### config.mk
export PLATFORM = sky130hd
export DESIGN_NAME = led_pattern_ctrl
export DESIGN_NICKNAME = d
export VERILOG_FILES = /design/src/rtl/led_pattern_ctrl_pkg.sv /design/src/rtl/led_pattern_ctrl_key_debounce.sv /design/src/rtl/led_pattern_ctrl.sv
export SDC_FILE = /design/constraint.sdc
export NUM_CORES = 1
export LEC_CHECK = 0
export ABC_AREA = 1
export CAP_MARGIN = 30
export CELL_PAD_IN_SITES_DETAIL_PLACEMENT = 0
export CELL_PAD_IN_SITES_GLOBAL_PLACEMENT = 2
export CORE_MARGIN = 2
export CORE_UTILIZATION = 31
export DETAILED_ROUTE_END_ITERATION = 7
export PLACE_DENSITY_LB_ADDON = 0.1
export SLEW_MARGIN = 20
export SYNTH_ARGS = -nofsm -noshare
export SYNTH_HDL_FRONTEND = slang
export SYNTH_SLANG_ARGS = --single-unit
### constraint.sdc
create_clock -name sys_clk -period 1.7 [get_ports sys_clk]
set_clock_uncertainty 0.2 [all_clocks]
set_input_delay 0.34 -clock sys_clk [delete_from_list [all_inputs] [get_ports sys_clk]]
set_output_delay 0.34 -clock sys_clk [all_outputs]
set_load 0.005 [all_outputs]
### src/rtl/led_pattern_ctrl_pkg.sv
// Shared definitions for the LED pattern controller: mode encodings,
// BOUNCE pattern constants, per-mode idx wrap limits and pattern decode.
package led_pattern_ctrl_pkg;

   localparam int unsigned IDX_W = 4;
   localparam int unsigned LED_W = 4;

   typedef enum logic [1:0] {
      MODE_BLINK  = 2'b00,
      MODE_CHASE  = 2'b01,
      MODE_BOUNCE = 2'b10,
      MODE_BINARY = 2'b11
   } mode_t;

   localparam logic [LED_W-1:0] BOUNCE_P0 = 4'b0001;
   localparam logic [LED_W-1:0] BOUNCE_P1 = 4'b0010;
   localparam logic [LED_W-1:0] BOUNCE_P2 = 4'b0100;
   localparam logic [LED_W-1:0] BOUNCE_P3 = 4'b1000;
   localparam logic [LED_W-1:0] BOUNCE_P4 = 4'b0100;
   localparam logic [LED_W-1:0] BOUNCE_P5 = 4'b0010;

   localparam logic [IDX_W-1:0] IDX_MAX_BLINK  = 4'd1;
   localparam logic [IDX_W-1:0] IDX_MAX_CHASE  = 4'd3;
   localparam logic [IDX_W-1:0] IDX_MAX_BOUNCE = 4'd5;
   localparam logic [IDX_W-1:0] IDX_MAX_BINARY = 4'd15;

   // Counter width able to hold 0..n-1, never narrower than one bit.
   function automatic int unsigned cnt_w(input int unsigned n);
      return (n > 1) ? $clog2(n) : 1;
   endfunction

   function automatic mode_t next_mode(input mode_t m);
      case (m)
         MODE_BLINK:  return MODE_CHASE;
         MODE_CHASE:  return MODE_BOUNCE;
         MODE_BOUNCE: return MODE_BINARY;
         default:     return MODE_BLINK;
      endcase
   endfunction

   function automatic logic [IDX_W-1:0] idx_max(input mode_t m);
      case (m)
         MODE_BLINK:  return IDX_MAX_BLINK;
         MODE_CHASE:  return IDX_MAX_CHASE;
         MODE_BOUNCE: return IDX_MAX_BOUNCE;
         default:     return IDX_MAX_BINARY;
      endcase
   endfunction

   function automatic logic [LED_W-1:0] pattern(input mode_t m, input logic [IDX_W-1:0] idx);
      case (m)
         MODE_BLINK:  return (idx == 4'd0) ? 4'b0000 : 4'b1111;
         MODE_CHASE:  return 4'b0001 << idx;
         MODE_BOUNCE: begin
            case (idx)
               4'd0:    return BOUNCE_P0;
               4'd1:    return BOUNCE_P1;
               4'd2:    return BOUNCE_P2;
               4'd3:    return BOUNCE_P3;
               4'd4:    return BOUNCE_P4;
               4'd5:    return BOUNCE_P5;
               default: return BOUNCE_P0;
            endcase
         end
         default:     return idx;
      endcase
   endfunction

endpackage

### src/rtl/led_pattern_ctrl_key_debounce.sv
// Push-button front end: 2-flop synchronizer, stability debouncer and a
// single-cycle press pulse on the accepted release-to-press transition.
module key_debounce
   import led_pattern_ctrl_pkg::*;
#(
   parameter int unsigned DEB_CYC = 32'd1_000_000
) (
   input  logic sys_clk,
   input  logic sys_rst_n,
   input  logic key_n,
   output logic press
);

   localparam int unsigned     CNT_W    = cnt_w(DEB_CYC);
   localparam logic [CNT_W-1:0] CNT_LAST = CNT_W'(DEB_CYC - 1);

   logic             r_sync1;
   logic             r_sync2;
   logic             r_key_st;
   logic [CNT_W-1:0] r_deb_cnt;

   logic             w_differ;
   logic             w_accept;
   logic             w_key_st_nxt;
   logic [CNT_W-1:0] w_deb_cnt_nxt;

   assign w_differ = (r_sync2 != r_key_st);
   assign w_accept = w_differ && (r_deb_cnt == CNT_LAST);

   // Press fires in the same cycle the new low level is accepted.
   assign press = w_accept & ~r_sync2;

   always_comb begin
      w_key_st_nxt  = r_key_st;
      w_deb_cnt_nxt = '0;
      if (w_accept) begin
         w_key_st_nxt = r_sync2;
      end else if (w_differ) begin
         w_deb_cnt_nxt = r_deb_cnt + CNT_W'(1);
      end
   end

   always_ff @(posedge sys_clk) begin
      if (!sys_rst_n) begin
         r_sync1   <= 1'b1;
         r_sync2   <= 1'b1;
         r_key_st  <= 1'b1;
         r_deb_cnt <= '0;
      end else begin
         r_sync1   <= key_n;
         r_sync2   <= r_sync1;
         r_key_st  <= w_key_st_nxt;
         r_deb_cnt <= w_deb_cnt_nxt;
      end
   end

endmodule

### src/rtl/led_pattern_ctrl.sv
// Four-mode LED pattern scheduler: button-driven mode FSM, prescaled step
// tick, per-mode step index and registered pattern decode.
module led_pattern_ctrl
   import led_pattern_ctrl_pkg::*;
#(
   parameter int unsigned CLK_FREQ = 32'd50_000_000,
   parameter int unsigned STEP_HZ  = 32'd4,
   parameter int unsigned DEB_CYC  = 32'd1_000_000
) (
   input  logic             sys_clk,
   input  logic             sys_rst_n,
   input  logic             key_n,
   input  logic             en,
   output logic [LED_W-1:0] led_out,
   output logic [1:0]       mode
);

   localparam int unsigned      STEP_DIV = CLK_FREQ / ((STEP_HZ == 0) ? 1 : STEP_HZ);
   localparam int unsigned      STEP_CYC = (STEP_DIV == 0) ? 1 : STEP_DIV;
   localparam int unsigned      PRE_W    = cnt_w(STEP_CYC);
   localparam logic [PRE_W-1:0] PRE_LAST = PRE_W'(STEP_CYC - 1);

   mode_t            r_mode;
   logic [IDX_W-1:0] r_idx;
   logic [PRE_W-1:0] r_pre_cnt;
   logic [LED_W-1:0] r_led;

   mode_t            w_mode_nxt;
   logic [IDX_W-1:0] w_idx_nxt;
   logic [PRE_W-1:0] w_pre_nxt;
   logic             w_press;
   logic             w_step_tick;

   key_debounce #(
      .DEB_CYC (DEB_CYC)
   ) u_key_debounce (
      .sys_clk   (sys_clk),
      .sys_rst_n (sys_rst_n),
      .key_n     (key_n),
      .press     (w_press)
   );

   assign w_step_tick = en && (r_pre_cnt == PRE_LAST);

   // A mode change restarts the new pattern from idx 0 and drops any tick.
   always_comb begin
      w_mode_nxt = r_mode;
      w_idx_nxt  = r_idx;
      w_pre_nxt  = r_pre_cnt;
      if (w_press) begin
         w_mode_nxt = next_mode(r_mode);
         w_idx_nxt  = '0;
         w_pre_nxt  = '0;
      end else if (w_step_tick) begin
         w_pre_nxt = '0;
         w_idx_nxt = (r_idx == idx_max(r_mode)) ? '0 : r_idx + IDX_W'(1);
      end else if (en) begin
         w_pre_nxt = r_pre_cnt + PRE_W'(1);
      end
   end

   always_ff @(posedge sys_clk) begin
      if (!sys_rst_n) begin
         r_mode    <= MODE_BLINK;
         r_idx     <= '0;
         r_pre_cnt <= '0;
         r_led     <= '0;
      end else begin
         r_mode    <= w_mode_nxt;
         r_idx     <= w_idx_nxt;
         r_pre_cnt <= w_pre_nxt;
         r_led     <= pattern(r_mode, r_idx);
      end
   end

   assign led_out = r_led;
   assign mode    = r_mode;

endmodule

* Yosys cells after proc, flatten, opt, wreduce, memory -nomap -nowiden
Index checks and enable logic that the tools add are counted.
** Cells by class
- Add/subtract/negate cells :: 3
- Eq/ne operators :: 11
- Shift-type cells :: 1
- Muxes and demuxes :: 8
- Bitwise logic cells :: 4
- Reductions and logical operators :: 9
** Operator list (count)
- one-hot mux 4 bit (3 select lines) :: 3
- adder 24 x 1 -> 24 bit (second input constant) :: 1
- equality test 24 bit (second input constant) :: 1
- adder 20 x 1 -> 20 bit (second input constant) :: 1
- equality test 20 bit (second input constant) :: 1
- 2-to-1 mux 4 bit :: 4
- equality test 4 x 2 -> 1 bit (second input constant) :: 2
- equality test 4 x 3 -> 1 bit (second input constant) :: 2
- one-hot mux 2 bit (3 select lines) :: 1
- OR reduction 2 bit :: 3
- OR reduction 3 bit :: 2
- adder 4 x 1 -> 4 bit (second input constant) :: 1
- equality test 4 x 1 -> 1 bit (second input constant) :: 1
- equality test 4 bit :: 1
- logical NOT 4 bit :: 1
- left shift 1 x 4 -> 4 bit (first input constant) :: 1
- inverter 1 bit :: 3
- equality test 2 x 1 -> 1 bit (second input constant) :: 1
- equality test 2 bit (second input constant) :: 1
- logical AND 1 bit :: 2
- logical NOT 2 bit :: 1
- AND 1 bit :: 1
- inequality test 1 bit :: 1
** Storage, ports and cells
- Register bits :: 57
- Input port bits :: 4
- Output and inout port bits :: 6
- Logic and storage cells :: 44

* Depth between registers and ports, before layout
Gate-level depths: netlist of run 1.
- Word-level depth :: 6
- Gate-level depth with buffers :: 11

* Modules after synthesis
From an unflattened synthesis of run 1, not the netlist that was laid out.
** Unflattened totals
- Cell total of the unflattened synthesis :: 487
- Area total of the unflattened synthesis :: 3309.4 µm²
** By module, submodules not included
- led_pattern_ctrl :: times used 1, cells each 304, area an instance 2082.0 µm²
- key_debounce :: times used 1, cells each 183, area an instance 1227.4 µm²

* Worst setup path after synthesis of run 1
Ideal clock, no wire load.
- Path kind :: reg2reg
- Start :: reg u_key_debounce.r_deb_cnt[0]
- End :: reg r_pre_cnt[16]
- Setup time :: 0.114 ns
- Arrival :: 1.378 ns
- Required time :: 1.386 ns
- Path slack :: 0.008 ns
- Stages on the path, launching flop included :: 8
- Path buffers :: 1
- Period minus slack after synthesis :: 1.692 ns
- Cell sequence :: dfxtp_1 ha_1 nand3_2 nor3_4 nand4_4 nand3_2 buf_6 nor2_1
** Between the ends
- Longest elaborated chain between the ends :: 4
** Ends and longest elaborated chain
- from (decl) :: RTL line led_pattern_ctrl_key_debounce.sv:20 : logic [CNT_W-1:0] r_deb_cnt;
- from (signal assigned) :: RTL line led_pattern_ctrl_key_debounce.sv:53 : r_deb_cnt <= w_deb_cnt_nxt;
- equality test 20 bit :: RTL line led_pattern_ctrl_key_debounce.sv:28 : assign w_accept = w_differ && (r_deb_cnt == CNT_LAST);
- logical AND 1 bit :: RTL line led_pattern_ctrl_key_debounce.sv:28
- AND 1 bit :: RTL line led_pattern_ctrl_key_debounce.sv:31 : assign press = w_accept & ~r_sync2;
- OR reduction 3 bit (no source line)
- to (signal assigned) :: RTL line led_pattern_ctrl.sv:71 : r_pre_cnt <= w_pre_nxt;
- to (decl) :: RTL line led_pattern_ctrl.sv:25 : logic [PRE_W-1:0] r_pre_cnt;
Every way passes these cells.
A chain may end at the register's enable or synchronous reset.

* Worst setup path in the final report of run 1
- Start :: reg u_key_debounce.r_deb_cnt[0]
- End :: reg r_pre_cnt[6]
Same word-level chain as after synthesis.

==> results of run 1 <==
-- layout by cell type (no fill, tap or decap), types with 2 or more instances in the layout --
cell type	synthesis	layout
nand4_1	9	9
dlymetal6s2s_1	0	3
nor3_4	1	2
dlygate4sd2_1	0	4
nand2_1	112	108
nor2_4	0	2
xor2_1	18	18
or2_2	3	3
buf_4	1	54
nor3_1	22	16
inv_1	64	61
dfxtp_2	0	11
ha_1	10	6
o21ai_0	7	6
clkbuf_8	0	12
nor3_2	2	7
ha_4	0	3
buf_6	2	3
nand3_4	0	3
buf_12	0	2
a21oi_1	11	11
bufinv_16	0	2
nor2_2	3	19
nand2_2	1	5
clkdlybuf4s50_1	0	2
nand3_2	2	4
xnor2_1	8	8
nor2_1	96	78
dfxtp_1	57	45
nand3_1	29	24
inv_2	0	3
-- routing by layer --
layer / part of all wire (%) / global-route usage, %
met1: 50 / 20.7
met2: 46 / 24.3
met3: 2.9 / 3.01
met4: 1.1 / 5.21
met5: 0 / 0
-- worst register-to-register path: cells and delay by family, from the launching register on --
kind | cells | cell delay (ns)
and+or+nand+nor | 5 | 0.66
buffers and inverters | 1 | 0.18
DFF | 1 | 0.35
adders and majority gates | 1 | 0.15
-- cell type report --
cell class / count / area [µm²]
Fill cell: 1050 / 5490
Multi-Input combinational cell: 341 / 1890
Sequential cell: 57 / 1160
Timing Repair Buffer: 69 / 597
Inverter: 64 / 240
Clock buffer: 13 / 169
Tap cell: 133 / 166
Clock inverter: 2 / 60.1
-- sequential cells by signal, summed over array words and instances (netlist names) --
name and count:
u_key_debounce.r_sync1 1, u_key_debounce.r_deb_cnt 20, u_key_debounce.r_sync2 1, u_key_debounce.r_key_st 1, mode 2, r_idx 4, led_out 4, r_pre_cnt 24
-- cells by family (layout without fill, tap and decap cells) --
logic type / after synthesis / in the layout / share of synthesized area [%]
AO/OA/AOI/OAI: 21 / 21 / 3.52
XOR/XNOR: 26 / 26 / 7.29
adder cells (fa/ha/maj): 10 / 10 / 4.00
buffers and inverters: 70 / 148 / 9.09
flip-flops: 57 / 57 / 36.5
multiplexers: 1 / 1 / 0.320
AND/OR/NAND/NOR: 283 / 283 / 39.3
-- repair_timing --
item | 4_1_cts | 5_1_grt
resized for setup | 23 | 50
endpoints found under the setup margin | 50 | 56
pin swaps | 3 | 6
gates cloned | 0 | 2
endpoints found under the hold margin | 0 | 0
setup buffers | 4 | 5
-- stage by stage --
stage / cells / hold WS (ns) / TNS (ns)
2_1_floorplan: 468 / 0.193 / 0
3_3_place_gp: 653 / 0.216 / -11.61
3_5_place_dp: 653 / 0.212 / -12.10
4_1_cts: 672 / 0.235 / -0.0521
5_1_grt: 679 / 0.268 / -1.24
6_report: 679 / 0.229 / 0
-- where the power goes --
| part | switching, W | internal (W) | total, W | leakage [nW] |
|---|---|---|---|---|
| sequential | 0.00000773 | 0.00134 | 0.00135 | 0.466 |
| clock | 0.000546 | 0.000939 | 0.00148 | 0.116 |
| combinational | 0.0000486 | 0.0000508 | 0.0000994 | 1.18 |
-- path summary, 6_finish.rpt --
| path | from | to | slack [ns] | cells past startpoint |
|---|---|---|---|---|
| worst max register to register | u_key_debounce.r_deb_cnt[0] | r_pre_cnt[6] | 0.05 | 7 |
| worst max-delay path | u_key_debounce.r_deb_cnt[0] | r_pre_cnt[6] | 0.05 | 7 |
| worst min register to register | u_key_debounce.r_sync1 | u_key_debounce.r_sync2 | 0.23 | 1 |
| worst min-delay path | u_key_debounce.r_sync1 | u_key_debounce.r_sync2 | 0.23 | 1 |
==> flow_metrics.env, run 1 <==
export IMPL_numCtsBuffers=9
export IMPL_die_area_um2=10900
export IMPL_critPathBufInv=1
export IMPL_dieHeight_um=104
export IMPL_endpoint_kind="register"
export IMPL_grt_pass1_wl_mm=13.4
export IMPL_synth_largest_area_cell="dfxtp_1"
export IMPL_start_kind="register"
export IMPL_first_global_vias=2950
export IMPL_cap_violations=0
export IMPL_period_needed_ns=1.65
export IMPL_critPathMostFrequentCell="nand3_4"
export IMPL_power_density_nw_per_um2=685
export IMPL_power_w=0.00294
export IMPL_syn_nets=482
export IMPL_syn_avg_cell_area_um2=6.68
export IMPL_fmax_mhz=607
export IMPL_viasPerCell=4.37
export IMPL_initial_core_util_pct=32.0
export IMPL_port_buffers=9
export IMPL_dpl_hpwl_mm=5.83
export IMPL_syn_area_um2=3130
export IMPL_worstPathArrival_ns=1.67
export IMPL_ctsHoldBuffers=0
export IMPL_finalCritPeriodShare_pct=97.0
export IMPL_synth_top_area_share_pct=36.5
export IMPL_clkSlewWorstSetupHoldPaths_ns=0.07
export IMPL_netlist_top_cells_area="dfxtp_1, nand2_1, nor2_1"
export IMPL_synth_edf_count=0
export IMPL_cp_slowest_stage_delay_ns=0.35
export IMPL_placed_area_um2=3730
export IMPL_worstMarginPinSlew_ns=0.304
export IMPL_cp_data_required_time_ns=1.72
export IMPL_num_rows=36
export IMPL_synth_flop_cell="dfxtp_1"
export IMPL_synthesis_instances=468
export IMPL_diodes=0
export IMPL_drc=0
export IMPL_postLayoutCoreUtil_pct=43.8
export IMPL_crit_type="register to register"
export IMPL_dp_worst_setup_slack_ns=-0.462
export IMPL_layout_setup_ws_ns=0.0518
export IMPL_ctsRootBufferMaster="clkbuf_8"
export IMPL_syn_to_final_growth_pct=37.1
export IMPL_grt_remaining_overflow=0
export IMPL_core_um2=9770
export IMPL_finalSetupViolations=0
export IMPL_slew_violations=0
export IMPL_firstDrtPassIters=4
export IMPL_ys_warn_count=0
export IMPL_worstPathMaxFanout=5
export IMPL_final_nets=556
export IMPL_cts_max_path_buffers=2
export IMPL_timing_final_hold_violations=0
export IMPL_p_leak_nw=1.76
export IMPL_slew_headroom_pct=79.5
export IMPL_ys_seq_area_share_pct=36.5
export IMPL_grt_max_degree=21
export IMPL_clock_latency_ns=0.34
export IMPL_path_delay_family="simple AND/OR/NAND/NOR gates"
export IMPL_cts_sinks=57
export IMPL_track_usage_pct=15.3
export IMPL_ys_ff_latch=57
export IMPL_wl_per_cell_um=11.6
export IMPL_via_count=2969
export IMPL_worst_path_max_delay_cell="dfxtp_2"
export IMPL_crit_path_cell_trace="ha_4 > nand3_4 > nor3_4 > nand4_4 > nand3_4 > clkbuf_16 > nor2_2"
export IMPL_synth_distinct_cells=29
export IMPL_netlist_top_cells_count="nand2_1, nor2_1, inv_1"
export IMPL_cts_tree="done"
export IMPL_io_pins=10
export IMPL_rsz0062_at_grt="yes"
export IMPL_async_flop_share_pct=0
export IMPL_drt_iter0_markers=54
export IMPL_antenna_found_initial=0
export IMPL_drive_gt1_share_pct=25.6
export IMPL_stdcell_area_um2=4280
export IMPL_h_tree_depth=3
export IMPL_synth_most_common_cell="nand2_1"
export IMPL_status="complete, no violations"
export IMPL_fp_dieW_um=104
export IMPL_peakVddDrop_mv=0.330
export IMPL_holdCritPathClass="register to register"
export IMPL_drt_total_wl_mm=7.85
export IMPL_ant_nets=0
export IMPL_routabilityCongestion=0.756
(Power assumes the default switching activity.)
==> run 2, diff against run 1 <==
- ABC_AREA: 1 -> not set
- CORE_UTILIZATION: 31 -> 34
==> run 2 against run 1 <==
The flow now finishes with violations (setup timing). Combinational power shrank 15%. Die area shrank 20%. Total power decreased by 9.9%. Largest cell class unchanged. Largest power group is now sequential cells.
==> flow_metrics.env, run 2 <==
export IMPL_status="complete, but fails checks"
export IMPL_violations="setup timing"
export IMPL_crit_type="register to register"
export IMPL_period_needed_ns=1.99
export IMPL_final_cell_mix="buf_4, dfxtp_1, nor2_1"
export IMPL_first_global_vias=2351
export IMPL_syn_avg_cell_area_um2=9.06
export IMPL_postLayoutCoreUtil_pct=50.5
export IMPL_diodes=0
export IMPL_viasPerCell=4.55
export IMPL_track_usage_pct=15.2
export IMPL_synth_largest_area_cell="dfxtp_1"
export IMPL_clkSlewWorstSetupHoldPaths_ns=0.07
export IMPL_holdCritPathClass="register to register"
export IMPL_cts_sinks=57
export IMPL_antenna_found_initial=0
export IMPL_initial_core_util_pct=35.1
export IMPL_async_flop_share_pct=0
export IMPL_synth_top_family_by_area="simple AND/OR/NAND/NOR gates"
export IMPL_ff_latch_area_um2=1160
export IMPL_slew_violations=0
export IMPL_synth_most_common_cell="dfxtp_1"
export IMPL_worstHoldPathCells=1
export IMPL_port_buffers=9
export IMPL_start_kind="register"
export IMPL_syn_area_um2=2710
export IMPL_peakVddDrop_mv=0.444
export IMPL_grt_remaining_overflow=0
export IMPL_cts_tree="done"
export IMPL_worstMarginPinSlew_ns=0.258
export IMPL_synth_simple_gate_area_share_pct=27.8
export IMPL_ys_seq_area_share_pct=42.1
export IMPL_layout_setup_ws_ns=-0.290
export IMPL_top_regs="r_pre_cnt x24, u_key_debounce.r_deb_cnt x20"
export IMPL_worstPathMaxFanout=6
export IMPL_synth_edf_count=0
export IMPL_netlist_top_cells_count="dfxtp_1, nor2_1, xor2_1"
export IMPL_numCtsBuffers=9
export IMPL_ys_ff_latch=57
export IMPL_finalSetupViolations=51
export IMPL_synth_distinct_cells=40
export IMPL_power_w=0.00265
export IMPL_drc=0
export IMPL_clock_latency_ns=0.33
export IMPL_synthAdderAreaFrac_pct=4.62
export IMPL_h_tree_depth=3
export IMPL_firstDrtPassIters=4
export IMPL_multi_input_area_um2=1630
export IMPL_finalCritPeriodShare_pct=117
export IMPL_drt_iter0_markers=47
export IMPL_fmax_mhz=502
export IMPL_cts_max_path_buffers=2
export IMPL_rr_worst_depth=6
export IMPL_fp_dieW_um=93.3
export IMPL_netlist_top_cells_area="dfxtp_1, xor2_1, nor2_1"
export IMPL_final_nets=414
export IMPL_die_area_um2=8700
export IMPL_syn_to_final_growth_pct=44.1
export IMPL_synthesis_instances=299
export IMPL_core_um2=7730
export IMPL_synth_flop_cell="dfxtp_1"
export IMPL_ys_warn_count=0
export IMPL_dp_worst_setup_slack_ns=-0.513
export IMPL_p_leak_nw=1.64
export IMPL_final_common_cell="buf_4"
export IMPL_synth_top_area_share_pct=42.1
export IMPL_worstPathArrival_ns=2.01
export IMPL_io_pins=10
export IMPL_grt_pass1_wl_mm=10.6
export IMPL_via_count=2309
export IMPL_fill_cells=746
export IMPL_power_density_nw_per_um2=678
export IMPL_worst_path_max_delay_cell="or4_4"
export IMPL_crit_path_cell_trace="nand2b_4 > or4_4 > o41ai_4 > buf_4 > or2b_4 > nor2_1"
export IMPL_num_rows=32
export IMPL_synth_compound_area_share_pct=6.70
export IMPL_dpl_hpwl_mm=4.01
export IMPL_endpoint_kind="register"
export IMPL_grt_max_degree=21
export IMPL_ctsRootBufferMaster="clkbuf_8"
export IMPL_cp_slowest_stage_delay_ns=0.52
export IMPL_largest_register_ffs=24
export IMPL_slew_headroom_pct=82.7
export IMPL_ant_nets=0
export IMPL_cp_data_required_time_ns=1.72
export IMPL_rsz0062_at_grt="yes"
export IMPL_syn_nets=313
export IMPL_dieHeight_um=93.3
export IMPL_largest_register="r_pre_cnt"
export IMPL_cap_violations=0
export IMPL_timing_final_hold_violations=0
export IMPL_wl_per_cell_um=11.5
export IMPL_routabilityCongestion=0.806
export IMPL_synthXorXnorAreaFrac_pct=14.2
export IMPL_drive_gt1_share_pct=34.6
export IMPL_drt_total_wl_mm=5.85
export IMPL_synth_area_mux_share_pct=1.48
## run 2: cell count changes after synthesis, sizes merged, moves of 6 or more
cell   delta
nand3    -18
nor4      +6
and4      +8
xor2     +10
xnor2     +8
nor3     -21
a21oi     -6
nand2    -93
nor2     -43
inv      -56
## run 2: layout make-up
cell class,count,share of cell area (%)
tap,102,3.27
multi-input combinational,228,41.7
sequential,57,29.6
clock buffer,14,4.68
clock inverter,2,0.256
inverter,8,0.833
timing repair buffer,96,19.6
## run 2: worst paths after layout
check                                             startpoint  slack (ns)                endpoint
worst max-delay path            u_key_debounce.r_deb_cnt[13]       -0.29            r_pre_cnt[7]
worst min register to register        u_key_debounce.r_sync1        0.21  u_key_debounce.r_sync2
worst min-delay path                  u_key_debounce.r_sync1        0.21  u_key_debounce.r_sync2
worst max register to register  u_key_debounce.r_deb_cnt[13]       -0.29            r_pre_cnt[7]
## run 2: where the power goes
part           internal (W)  switching (W)
Sequential          0.00134     0.00000370
Clock              0.000685       0.000532
Combinational     0.0000442      0.0000404
Total               0.00207       0.000576
## run 2: per-layer routing
layer  up-vias  share of wire (%)  GRT usage (%)
met4         0                1.2           7.11
met2        16                 45           24.1
met3         6                2.5           2.90
met5         -                  0              0
met1      1049                 51           20.0
li1       1238                  -              -
## run 2: through the flow
step | std cells | TNS (ns) | hold WS, ns | area [µm²]
after floorplan | 299 | -8.50 | 0.186 | 2740
after global placement | 483 | -18.99 | 0.196 | 3530
after detailed placement | 483 | -20.83 | 0.201 | 3530
after CTS | 507 | -13.52 | 0.220 | 3830
after global routing | 507 | -17.62 | 0.234 | 3900
final | 507 | -13.18 | 0.215 | 3900
## run 2: cells by family (layout without fill, tap and decap cells)
group | after synthesis | after routing
compound gates | 23 | 23
xor+xnor | 44 | 44
fa+ha+maj | 10 | 10
buf+inv | 17 | 120
flops | 57 | 57
mux | 4 | 4
simple gates | 144 | 147
## run 2: repair_timing
item	4_1_cts	5_1_grt
endpoints found under the setup margin	53	58
resized for setup	12	22
setup buffers	5	0
hold buffers	0	0
pin swaps	26	0
gates cloned	3	0
## run 2: critical path: cells and delay by family, from the launching register on
| kind | cells | cell delay, ns |
|---|---|---|
| buffers and inverters | 1 | 0.19 |
| flip-flops | 1 | 0.32 |
| AO/OA/AOI/OAI | 1 | 0.29 |
| AND/OR/NAND/NOR | 4 | 0.88 |
